===== src/rtl/axi4_rd_mix_interconnect_m2s.sv =====
// Merges NUM AXI4 read masters onto one downstream read port: round-robin AR with a port-index ID prefix, R routed back by that prefix.
// AR costs 2 cycles per grant; the R path is a 1-cycle register slice that stalls m_rready while a held beat waits on its port's rready.
module axi4_rd_mix_interconnect_m2s #(
  parameter int NUM     = 8,
  parameter int IDW     = 4,
  parameter int ADDRW   = 32,
  parameter int DATAW   = 256,
  parameter int MAX_OUT = 8,
  localparam int NSIZE  = $clog2(NUM),
  localparam int DIDW   = IDW + NSIZE
) (
  input  logic                   axi_aclk,
  input  logic                   axi_aresetn,
  input  logic [NUM-1:0]         s_arvalid,
  output logic [NUM-1:0]         s_arready,
  input  logic [NUM*IDW-1:0]     s_arid,
  input  logic [NUM*ADDRW-1:0]   s_araddr,
  input  logic [NUM*8-1:0]       s_arlen,
  input  logic [NUM*3-1:0]       s_arsize,
  input  logic [NUM*2-1:0]       s_arburst,
  output logic [NUM-1:0]         s_rvalid,
  input  logic [NUM-1:0]         s_rready,
  output logic [IDW-1:0]         s_rid,
  output logic [DATAW-1:0]       s_rdata,
  output logic [1:0]             s_rresp,
  output logic                   s_rlast,
  output logic                   m_arvalid,
  input  logic                   m_arready,
  output logic [DIDW-1:0]        m_arid,
  output logic [ADDRW-1:0]       m_araddr,
  output logic [7:0]             m_arlen,
  output logic [2:0]             m_arsize,
  output logic [1:0]             m_arburst,
  input  logic                   m_rvalid,
  output logic                   m_rready,
  input  logic [DIDW-1:0]        m_rid,
  input  logic [DATAW-1:0]       m_rdata,
  input  logic [1:0]             m_rresp,
  input  logic                   m_rlast,
  output logic                   route_err
);
  localparam int CW = $clog2(MAX_OUT + 1);

  typedef enum logic {IDLE, GRANT} state_t;

  state_t           state;
  logic [NSIZE-1:0] g, last_grant, pick, idx;
  logic             found;
  logic [NUM-1:0]   cand, inc, dec;
  logic [CW-1:0]    cnt [NUM];

  logic             r_full, r_last, r_out_fire, dst_ok;
  logic [DIDW-1:0]  r_id;
  logic [DATAW-1:0] r_data;
  logic [1:0]       r_resp;
  logic [NSIZE-1:0] dst;

  always_comb begin
    for (int i = 0; i < NUM; i++) cand[i] = s_arvalid[i] && (int'(cnt[i]) < MAX_OUT);
  end

  // First eligible port strictly after the previous winner, wrapping at NUM.
  always_comb begin
    found = 1'b0;
    pick  = '0;
    idx   = '0;
    for (int k = 1; k <= NUM; k++) begin
      idx = NSIZE'((int'(last_grant) + k) % NUM);
      if (!found && cand[idx]) begin
        found = 1'b1;
        pick  = idx;
      end
    end
  end

  always_ff @(posedge axi_aclk or negedge axi_aresetn) begin
    if (!axi_aresetn) begin
      state      <= IDLE;
      g          <= '0;
      last_grant <= NSIZE'(NUM - 1);
      m_arvalid  <= 1'b0;
    end else begin
      case (state)
        IDLE: if (found) begin
          g         <= pick;
          m_arvalid <= 1'b1;
          state     <= GRANT;
        end
        GRANT: if (m_arready) begin
          last_grant <= g;
          m_arvalid  <= 1'b0;
          state      <= IDLE;
        end
        default: state <= IDLE;
      endcase
    end
  end

  always_comb begin
    s_arready = '0;
    if (m_arvalid) s_arready[g] = m_arready;
  end

  assign m_arid    = {g, s_arid[int'(g)*IDW +: IDW]};
  assign m_araddr  = s_araddr[int'(g)*ADDRW +: ADDRW];
  assign m_arlen   = s_arlen[int'(g)*8 +: 8];
  assign m_arsize  = s_arsize[int'(g)*3 +: 3];
  assign m_arburst = s_arburst[int'(g)*2 +: 2];

  assign dst    = r_id[DIDW-1:IDW];
  assign dst_ok = int'(dst) < NUM;
  assign s_rid  = r_id[IDW-1:0];
  assign s_rdata = r_data;
  assign s_rresp = r_resp;
  assign s_rlast = r_last;

  // An unroutable beat drains on its own so it cannot wedge the return path.
  always_comb begin
    r_out_fire = r_full && !dst_ok;
    for (int i = 0; i < NUM; i++) begin
      s_rvalid[i] = r_full && (int'(dst) == i);
      if (s_rvalid[i] && s_rready[i]) r_out_fire = 1'b1;
    end
  end

  assign m_rready = !r_full || r_out_fire;

  always_ff @(posedge axi_aclk or negedge axi_aresetn) begin
    if (!axi_aresetn) begin
      r_full    <= 1'b0;
      r_id      <= '0;
      r_data    <= '0;
      r_resp    <= '0;
      r_last    <= 1'b0;
      route_err <= 1'b0;
    end else begin
      if (m_rvalid && m_rready) begin
        r_full <= 1'b1;
        r_id   <= m_rid;
        r_data <= m_rdata;
        r_resp <= m_rresp;
        r_last <= m_rlast;
      end else if (r_out_fire) begin
        r_full <= 1'b0;
      end
      if (r_full && !dst_ok) route_err <= 1'b1;
    end
  end

  always_comb begin
    for (int i = 0; i < NUM; i++) begin
      inc[i] = m_arvalid && m_arready && (int'(g) == i);
      dec[i] = s_rvalid[i] && s_rready[i] && r_last;
    end
  end

  always_ff @(posedge axi_aclk or negedge axi_aresetn) begin
    if (!axi_aresetn) begin
      for (int i = 0; i < NUM; i++) cnt[i] <= '0;
    end else begin
      for (int i = 0; i < NUM; i++) begin
        if (inc[i] && !dec[i])      cnt[i] <= cnt[i] + CW'(1);
        else if (dec[i] && !inc[i]) cnt[i] <= cnt[i] - CW'(1);
      end
    end
  end
endmodule


===== config.mk =====
export PLATFORM = sky130hd
export DESIGN_NAME = axi4_rd_mix_interconnect_m2s
export DESIGN_NICKNAME = d
export VERILOG_FILES = /design/src/rtl/axi4_rd_mix_interconnect_m2s.sv
export SDC_FILE = /design/constraint.sdc
export NUM_CORES = 1
export LEC_CHECK = 0
export CAP_MARGIN = 20
export CORE_AREA = 2 2 396 398
export CTS_CLUSTER_SIZE = 20
export DETAILED_ROUTE_END_ITERATION = 8
export DIE_AREA = 0 0 398 400
export PLACE_DENSITY = 0.36
export SLEW_MARGIN = 40
export SYNTH_ARGS = -nofsm -noshare
export SYNTH_HDL_FRONTEND = slang
export SYNTH_SLANG_ARGS = --single-unit

===== constraint.sdc =====
create_clock -name axi_aclk -period 8.1 [get_ports axi_aclk]
set_input_delay 1.62 -clock axi_aclk [delete_from_list [all_inputs] [get_ports axi_aclk]]
set_output_delay 1.62 -clock axi_aclk [all_outputs]
set_load 0.05 [all_outputs]

==> impl_metrics.json, run 1 <==
{
  "ys_ff_latch": 307,
  "setup_viol": 0,
  "reg2reg_from": "last_grant[0]",
  "vdd_drop_max_v": 0.0002865,
  "crit_path_cell_trace": "clkdlybuf4s50_1 -> mux4_2 -> mux2_2 -> clkdlybuf4s50_1",
  "yosys.area_share.simple_pct": 3.799,
  "setup-tns-final_ns": 0,
  "fin_ws_ns": 2.646,
  "synthFlopType": "dfrtp_1",
  "antenna_left": 0,
  "clkLatencyLatePin_ns": 0.61,
  "relSlewSlack_pct": 46.17,
  "cp-start-kind": "primary input",
  "place_ws_ns": 2.647,
  "fin_skew_ns": 0.04789,
  "wirelength_um": 96000,
  "nets": 2810,
  "synth.distinct_cells": 56,
  "cts_made_buffers": 45,
  "io_buffers": 1010,
  "synth_top_cell_area_share_pct": 46.95,
  "power.density_nw_per_um2": 475.0,
  "placed_area_um2": 28710,
  "slowest_delay_ns": 0.82,
  "hold_violations": 0,
  "fmax_mhz": 183.4,
  "drv_slew": 0,
  "via_count": 14150,
  "synth_warnings": 0,
  "synthesis.nets": 1815,
  "start_util_pct": 10.45,
  "synth_area_leaders": "dfrtp_1 (47%), mux2_2 (23%), mux4_2 (15%)",
  "rrSetupSlack_ns": 4.33,
  "cap_violations": 0,
  "drc": 0,
  "cts_buffer_depth": 3,
  "crit_fanout": 1,
  "dr.pass1.iters": 6,
  "grt_util_all_layers_pct": 11.44,
  "clk_pin_slew_ns": 0.06,
  "hold-path-endpoint": "cnt[27]",
  "drive_gt1_share_pct": 25.26,
  "fp.dieW_um": 398,
  "hold_path_class": "register to register",
  "place_congestion": 0.9754,
  "tightest_slew_ns": 0.8049,
  "synth_enable_flop_cells": 0,
  "synth_compound_area_share_pct": 2.649,
  "synth-xor-area-share_pct": 1.938,
  "ctsHoldBuffers": 0,
  "grt_pass1_wl_um": 128200,
  "ys_seq_area_share_pct": 47.44,
  "dieArea_um2": 159200,
  "cp_slowest_cell": "clkdlybuf4s50_1",
  "nFillCells": 16790,
  "synth_top_family_by_area": "multiplexers",
  "min_from": "cnt[27]",
  "drt_iter0_drc": 602,
  "r2r-end": "g[1]",
  "die_y_um": 400,
  "placed_cells": 4107,
  "htree_levels": 2,
  "min_path_cells": 1,
  "worst-r2r-cell-count": 8,
  "dp_hpwl_um": 80270,
  "design_area_um2": 30360,
  "cts-resized-gates": 0,
  "p_leak_nw": 11.31,
  "clock-root-buffer": "clkbuf_16",
  "final.min_clock_period_ns": 5.454,
  "areaGrowthSynthToFinish_pct": 87.40,
  "synthAdderAreaFrac_pct": 2.996,
  "grt.overflow.total": 0,
  "grt_pass1_vias": 15560,
  "syn_area_per_cell_um2": 14.69,
  "path_class": "primary input to primary output",
  "rsz0062_at_grt": "false",
  "io_pins": 1012,
  "async_reset_ff_share_pct": 100.0,
  "antenna_found_initial": 56,
  "rows": 145,
  "endpoint_kind": "primary output",
  "coreArea_um2": 155100,
  "stdcell_count": 4197,
  "syn-cell-area_um2": 16200,
  "wire_per_inst_um": 22.87,
  "cts_tree": "built",
  "worstPathArrival_ns": 3.83,
  "cp_common_cell": "clkdlybuf4s50_1",
  "clock_sinks": 307,
  "period_share_pct": 67.33,
  "synthesis.instances": 1103,
  "synthMuxAreaShare_pct": 38.66,
  "crit_required_ns": 6.48,
  "status": "finished, final reports clean",
  "vias_per_cell": 3.371,
  "cts_setup_buffers": 0,
  "grt_max_degree": 139,
  "synth_top_area_cell": "dfrtp_1"
}
metrics by stage:
step / utilization, % / hold slack [ns] / power [W]
after floorplan: - / 0.4551 / 0.008960
after global placement: 18.51 / 0.4695 / 0.01241
after detailed placement: 18.51 / 0.4806 / 0.01252
after CTS: 19.54 / 0.4888 / 0.01476
after global routing: 19.57 / 0.5088 / 0.01519
final: 19.57 / 0.4848 / 0.01442
critical path: cells and delay by family:
family                 cells  cell delay (ns)
buffers and inverters      2             1.39
multiplexers               2             0.80
state kept, by name (all words and copies together), names as in the netlist:
signal,cells
s_rdata,256
cnt,32
r_id,7
g,3
last_grant,3
s_rresp,2
m_arvalid,1
r_full,1
s_rlast,1
state,1
cell usage in the layout (no fill, tap or decap), types with 3 or more instances in the layout:
master	n
clkdlybuf4s50_1	1007
mux2_2	328
dfrtp_1	301
mux4_2	106
clkbuf_16	45
nor2_1	38
nand2_1	27
ha_1	26
xnor2_1	25
a21oi_1	18
nand2b_1	15
inv_1	13
mux2i_1	13
o21ai_0	12
nand3_1	11
xor2_1	9
a21o_1	9
nor3_1	8
nor2b_1	8
fa_1	8
clkbuf_1	8
clkinv_2	7
clkbuf_8	7
bufinv_16	6
buf_12	6
diode_2	5
nand3b_1	4
a31oi_1	4
clkinvlp_4	4
dfstp_2	3
buf_4	3
cell families (layout without fill, tap and decap cells):
family / after synthesis / in the layout
xor+xnor: 35 / 35
compound gates: 63 / 63
other cells: 1 / 6
mux: 449 / 449
fa+ha+maj: 34 / 34
buf+inv: 89 / 1120
flops: 307 / 307
simple gates: 125 / 125
cells in the mapped netlist, drive strengths merged, types with 9 or more instances:
library cell and number:
clkbuf 24, o21ai 12, nand3 11, a21o 9
dfrtp 304, xor2 10, a21oi 18, nand2b 15
inv 14, xnor2 25, mux4 108, nand2 28
buf 50, mux2i 13, nor2 38, ha 26
mux2 328
cell type report:
type | instances | area [um2] | share of cell area, %
tap | 2058 | 2575 | 8.480
clock buffer | 60 | 1252 | 4.125
antenna | 5 | 12.51 | 0.04121
multi-input combinational | 707 | 8128 | 26.77
sequential | 307 | 7695 | 25.34
inverter | 15 | 63.81 | 0.2102
clock inverter | 23 | 340.3 | 1.121
timing repair buffer | 1022 | 10300 | 33.91
power by group:
part,switching (W),total [W],internal (W)
clock network,0.000836,0.00213,0.00129
registers,0.000607,0.00295,0.00235
logic,0.00565,0.00934,0.00369
worst max-delay path by stage:
| stage | slack [ns] | depth (start not counted) | from | endpoint |
|---|---|---|---|---|
| after floorplan | 3.58 | 2 | m_arready | s_arready[4] |
| after global placement | 2.63 | 4 | s_arsize[0] | m_arsize[0] |
| after detailed placement | 2.65 | 4 | s_arsize[0] | m_arsize[0] |
| after CTS | 2.41 | 4 | g[0] | m_arsize[2] |
| after global routing | 2.48 | 5 | g[0] | m_arsize[2] |
| final | 2.65 | 4 | s_araddr[89] | m_araddr[25] |
layer usage:
metal	part of all wire, %	routed length, um	global-route usage [%]	up-vias
met5	0.37	353	0	-
met4	2.3	2254	2.652	56
met3	9.5	9122	4.469	162
met2	55	52700	22.21	717
met1	33	31580	11.24	7068
li1	-	-	-	6146
No activity file was read; power rests on OpenSTA's default activity.
==> run 2: changes to the inputs <==
CORE_AREA = 2 2 399 401   (was 2 2 396 398)
DIE_AREA = 0 0 401 403   (was 0 0 398 400)
clock period = 5.2 ns   (was 8.1 ns; I/O delays follow)
==> run 2 against run 1 <==
Combinational power is 55% higher; first-iteration DRC count is 5.0% higher; non-clock buffer count is 12 higher; total power is 55% higher; clock power is 51% higher; register-to-register slack worse by 2.9 ns; design area is 0.29% higher; sequential power is 57% higher; worst setup slack worse by 1.9 ns; clock skew is 0.023 ns lower.
==> impl_metrics.json, run 2 (synthesis gave the netlist of run 1 again) <==
{
  "status": "finished, final reports clean",
  "die_y_um": 403,
  "via_count": 14170,
  "mostFrequentLayoutCells": "clkdlybuf4s50_1 (1008), mux2_2 (328), dfrtp_1 (300), mux4_2 (106), clkbuf_16 (44)",
  "areaGrowthSynthToFinish_pct": 87.95,
  "fin_skew_ns": 0.02524,
  "power.density_nw_per_um2": 734.7,
  "largest_reg_flops": 256,
  "place_congestion": 0.9654,
  "drv_slew": 0,
  "ctsHoldBuffers": 0,
  "stdcell_count": 4225,
  "grt_util_all_layers_pct": 10.95,
  "cts-resized-gates": 0,
  "hold_path_class": "primary input to asynchronous set/reset pin",
  "start_util_pct": 10.29,
  "drt_iter0_drc": 632,
  "vias_per_cell": 3.353,
  "nFillCells": 17110,
  "clkLatencyLatePin_ns": 0.58,
  "cap_violations": 0,
  "crit_required_ns": 4.16,
  "antenna_found_initial": 52,
  "path_class": "register to primary output",
  "worstPathArrival_ns": 3.42,
  "grt_pass1_wl_um": 126500,
  "drc": 0,
  "multi_input_area_um2": 8119,
  "grt.overflow.total": 0,
  "hold_violations": 0,
  "dr.pass1.iters": 5,
  "grt_max_degree": 87,
  "crit_path_cell_trace": "buf_12 -> mux4_2 -> mux2_2 -> clkdlybuf4s50_1",
  "coreArea_um2": 157500,
  "period_share_pct": 85.82,
  "clk_pin_slew_ns": 0.06,
  "dp_hpwl_um": 77810,
  "crit_fanout": 33,
  "p_leak_nw": 11.37,
  "grt_pass1_vias": 15820,
  "cts_tree": "built",
  "fp.dieW_um": 401,
  "reg2reg_from": "last_grant[0]",
  "setup_viol": 0,
  "tightest_slew_ns": 0.7543,
  "cts_setup_buffers": 0,
  "placed_cells": 4134,
  "relSlewSlack_pct": 49.56,
  "endpoint_kind": "primary output",
  "clock_sinks": 307,
  "cts_buffer_depth": 3,
  "setup-tns-final_ns": 0,
  "rsz0062_at_grt": "false",
  "critPathBufInv": 2,
  "wire_per_inst_um": 21.88,
  "cp-start-kind": "register",
  "io_buffers": 1010,
  "antenna_left": 0,
  "drive_gt1_share_pct": 25.54,
  "cp_slowest_cell": "clkdlybuf4s50_1",
  "final_common_cell": "clkdlybuf4s50_1",
  "fmax_mhz": 224.1,
  "nets": 2820,
  "seq_area_um2": 7696,
  "htree_levels": 2,
  "vdd_drop_max_v": 0.0004601,
  "crit_start": "g[0]",
  "rows": 146,
  "io_pins": 1012,
  "final.min_clock_period_ns": 4.463,
  "clock-root-buffer": "clkbuf_16",
  "slowest_delay_ns": 0.75,
  "wirelength_um": 92430,
  "dieArea_um2": 161600,
  "critPathTopFamily": "buffers and inverters",
  "p_total_w": 0.02237,
  "cts_made_buffers": 43
}
run 2: cell count changes in the layout (fill, tap and decap cells not counted), sizes merged:
cell           previous run  this run
clkinv                   12        10
diode                     5        11
clkinvlp                  4         2
bufinv                    6         7
clkbuf                   60        57
buf                      15        26
inv                      16        18
clkdlybuf4s50          1007      1008
run 2: path summary, 6_finish.rpt:
check | end | slack [ns] | depth (start not counted)
hold reg to reg | cnt[11] | 0.48 | 1
hold / removal | s_rdata[9] | 0.30 | 1
max in group asynchronous | s_rdata[79] | 3.78 | 3
setup reg to reg | g[1] | 1.46 | 8
min in group axi_aclk | cnt[11] | 0.48 | 1
setup / recovery | m_arlen[3] | 0.74 | 4
run 2: area by class of cell:
class,instances,area share [%]
Multi-Input combinational cell,707,26.66
Clock buffer,57,3.940
Timing Repair Buffer,1034,34.27
Clock inverter,22,1.039
Inverter,15,0.2095
Tap cell,2072,8.513
Sequential cell,307,25.27
Antenna cell,11,0.09039
run 2: layer usage:
metal	global-route usage, %	vias to the layer above	share of wire, %	routed length (um)
met4	3.906	64	3.6	3308
met3	4.838	169	9.7	8985
li1	-	6168	-	-
met1	10.18	7048	32	29650
met2	20.94	718	54	50080
met5	0	-	0.44	408
run 2: where the power goes:
group | internal (W) | switching [W] | total [W]
logic | 0.00585 | 0.00867 | 0.0145
registers | 0.00366 | 0.000986 | 0.00464
clock network | 0.00198 | 0.00123 | 0.00321
total | 0.0115 | 0.0109 | 0.0224
run 2: metrics by stage:
stage | cell area (um2) | setup slack (ns) | util, % | hold WS [ns]
3_3_place_gp | 28880 | 0.8469 | 18.34 | 0.4725
2_1_floorplan | 16200 | 1.496 | - | 0.4551
4_1_cts | 30400 | 0.5448 | 19.30 | 0.4310
3_5_place_dp | 28880 | 0.8450 | 18.34 | 0.4741
6_report | 30450 | 0.7373 | 19.34 | 0.2999
5_1_grt | 30440 | 0.5627 | 19.33 | 0.2600
==> run 3: changes to the inputs <==
ABC_CLOCK_PERIOD_IN_PS = 4200   (was default)
clock period = 4.2 ns   (was 5.2 ns; I/O delays follow)
==> run 3 against run 2 <==
Clock power is 24% higher; first-iteration DRC count is 19% lower; core utilization is 0.13 points higher; die area stayed put; non-clock buffer count is 19 higher; critical path depth stayed put; largest cell class unchanged; largest power group unchanged.
==> impl_metrics.json, run 3 (synthesis gave the netlist of run 1 again) <==
{
  "status": "finished, final reports clean",
  "crit_fanout": 18,
  "rows": 146,
  "clock_sinks": 307,
  "power.density_nw_per_um2": 908.6,
  "coreArea_um2": 157500,
  "dp_hpwl_um": 78550,
  "wirelength_um": 92690,
  "comb_power_share_pct": 65.0,
  "hold_path_class": "primary input to asynchronous set/reset pin",
  "grt_max_degree": 89,
  "final_common_cell": "clkdlybuf4s50_1",
  "setup-tns-final_ns": 0,
  "clkLatencyLatePin_ns": 0.61,
  "rsz0062_at_grt": "false",
  "cap_violations": 0,
  "final.min_clock_period_ns": 4.052,
  "drive_gt1_share_pct": 26.59,
  "io_buffers": 1010,
  "place_congestion": 0.9582,
  "cp_slowest_cell": "clkdlybuf4s50_1",
  "cts_tree": "built",
  "grt_pass1_vias": 16090,
  "period_share_pct": 96.47,
  "fin_skew_ns": 0.04115,
  "htree_levels": 2,
  "nets": 2839,
  "antenna_found_initial": 56,
  "nFillCells": 17070,
  "p_sw_w": 0.01351,
  "grt_pass1_wl_um": 128100,
  "fp.dieW_um": 401,
  "start_util_pct": 10.29,
  "worstPathArrival_ns": 3.21,
  "path_class": "register to primary output",
  "relSlewSlack_pct": 50.23,
  "drt_iter0_drc": 512,
  "placed_cells": 4152,
  "antenna_left": 0,
  "die_y_um": 403,
  "cts_made_buffers": 43,
  "internal_power_w": 0.01434,
  "wire_per_inst_um": 21.83,
  "switching_share_pct": 48.51,
  "stdcell_count": 4247,
  "setup_viol": 0,
  "cts_buffer_depth": 3,
  "vias_per_cell": 3.324,
  "endpoint_kind": "primary output",
  "pwr-share-seq_pct": 20.7,
  "drc": 0,
  "crit_path_cell_trace": "buf_4 -> mux4_2 -> mux2_2 -> clkdlybuf4s50_1",
  "clock-root-buffer": "clkbuf_16",
  "crit_required_ns": 3.36,
  "grt.overflow.total": 0,
  "dr.pass1.iters": 6,
  "slowest_delay_ns": 0.70,
  "drv_slew": 0,
  "clk_pin_slew_ns": 0.06,
  "cp-start-kind": "register",
  "mostFrequentLayoutCells": "clkdlybuf4s50_1 (1000), mux2_2 (328), dfrtp_1 (301), mux4_2 (106), clkbuf_16 (43)",
  "p_leak_nw": 11.50,
  "hold_violations": 0,
  "tightest_slew_ns": 0.7442,
  "largest_reg_flops": 256,
  "vdd_drop_max_v": 0.0004938,
  "grt_util_all_layers_pct": 11.08,
  "areaGrowthSynthToFinish_pct": 89.21,
  "via_count": 14120,
  "dieArea_um2": 161600,
  "clkPwrFrac_pct": 14.2,
  "fmax_mhz": 246.8,
  "io_pins": 1012
}
run 3: worst max-delay path, delay by kind of cell (launching register included):
kind / cells / cell delay [ns]
buf+inv: 2 / 1.10
mux: 2 / 0.91
flops: 1 / 0.60
run 3: layout make-up:
class	instances	area, um2	area share [%]
antenna	16	40.04	0.1306
clock buffer	56	1205	3.930
clock inverter	21	330.3	1.077
inverter	15	63.81	0.2081
multi-input combinational	707	8119	26.48
sequential	307	7695	25.10
tap	2072	2592	8.456
timing repair buffer	1053	10610	34.62
run 3: what timing repair did:
item | CTS | global route
hold buffers | 0 | 0
gates resized for setup | 0 | 0
setup endpoints to repair | 22 | 0
hold endpoints to repair | 0 | 0
setup buffers | 1 | 0
run 3: path summary, 6_finish.rpt:
check	slack [ns]	cells after the start	end	from
max in group asynchronous	3.04	3	s_rdata[86]	axi_aresetn
hold / removal	0.13	1	s_rdata[5]	axi_aresetn
setup reg to reg	0.61	8	g[1]	last_grant[1]
min in group axi_aclk	0.50	2	cnt[2]	cnt[2]
setup / recovery	0.15	4	m_arlen[4]	g[0]
hold reg to reg	0.50	2	cnt[2]	cnt[2]
run 3: power by group through the flow:
stage	combinational [W]	sequential (W)	clock, W
6_report	0.0181	0.00577	0.00397
5_1_grt	0.0190	0.00600	0.00425
4_1_cts	0.0185	0.00583	0.00415
3_5_place_dp	0.0184	0.00588	0
3_3_place_gp	0.0183	0.00583	0
2_1_floorplan	0.00737	0.00991	0
run 3: through the flow:
step / instance area, um2 / hold WS [ns] / util, % / total power, W / setup slack, ns
2_1_floorplan: 16200 / 0.4551 / - / 0.01728 / 0.6473
3_3_place_gp: 29060 / 0.4694 / 18.45 / 0.02415 / 0.3143
3_5_place_dp: 29040 / 0.4877 / 18.44 / 0.02425 / 0.3271
4_1_cts: 30590 / 0.2766 / 19.43 / 0.02846 / 0.01123
5_1_grt: 30640 / 0.1021 / 19.46 / 0.02928 / 0.002470
6_report: 30660 / 0.1284 / 19.47 / 0.02785 / 0.1484
run 3: routing by layer:
layer	wire, um	track usage, %	vias up
li1	-	-	6199
met1	29730	10.16	7018
met2	50340	21.48	659
met3	8767	4.873	176
met4	3462	3.727	64
met5	387	0	-
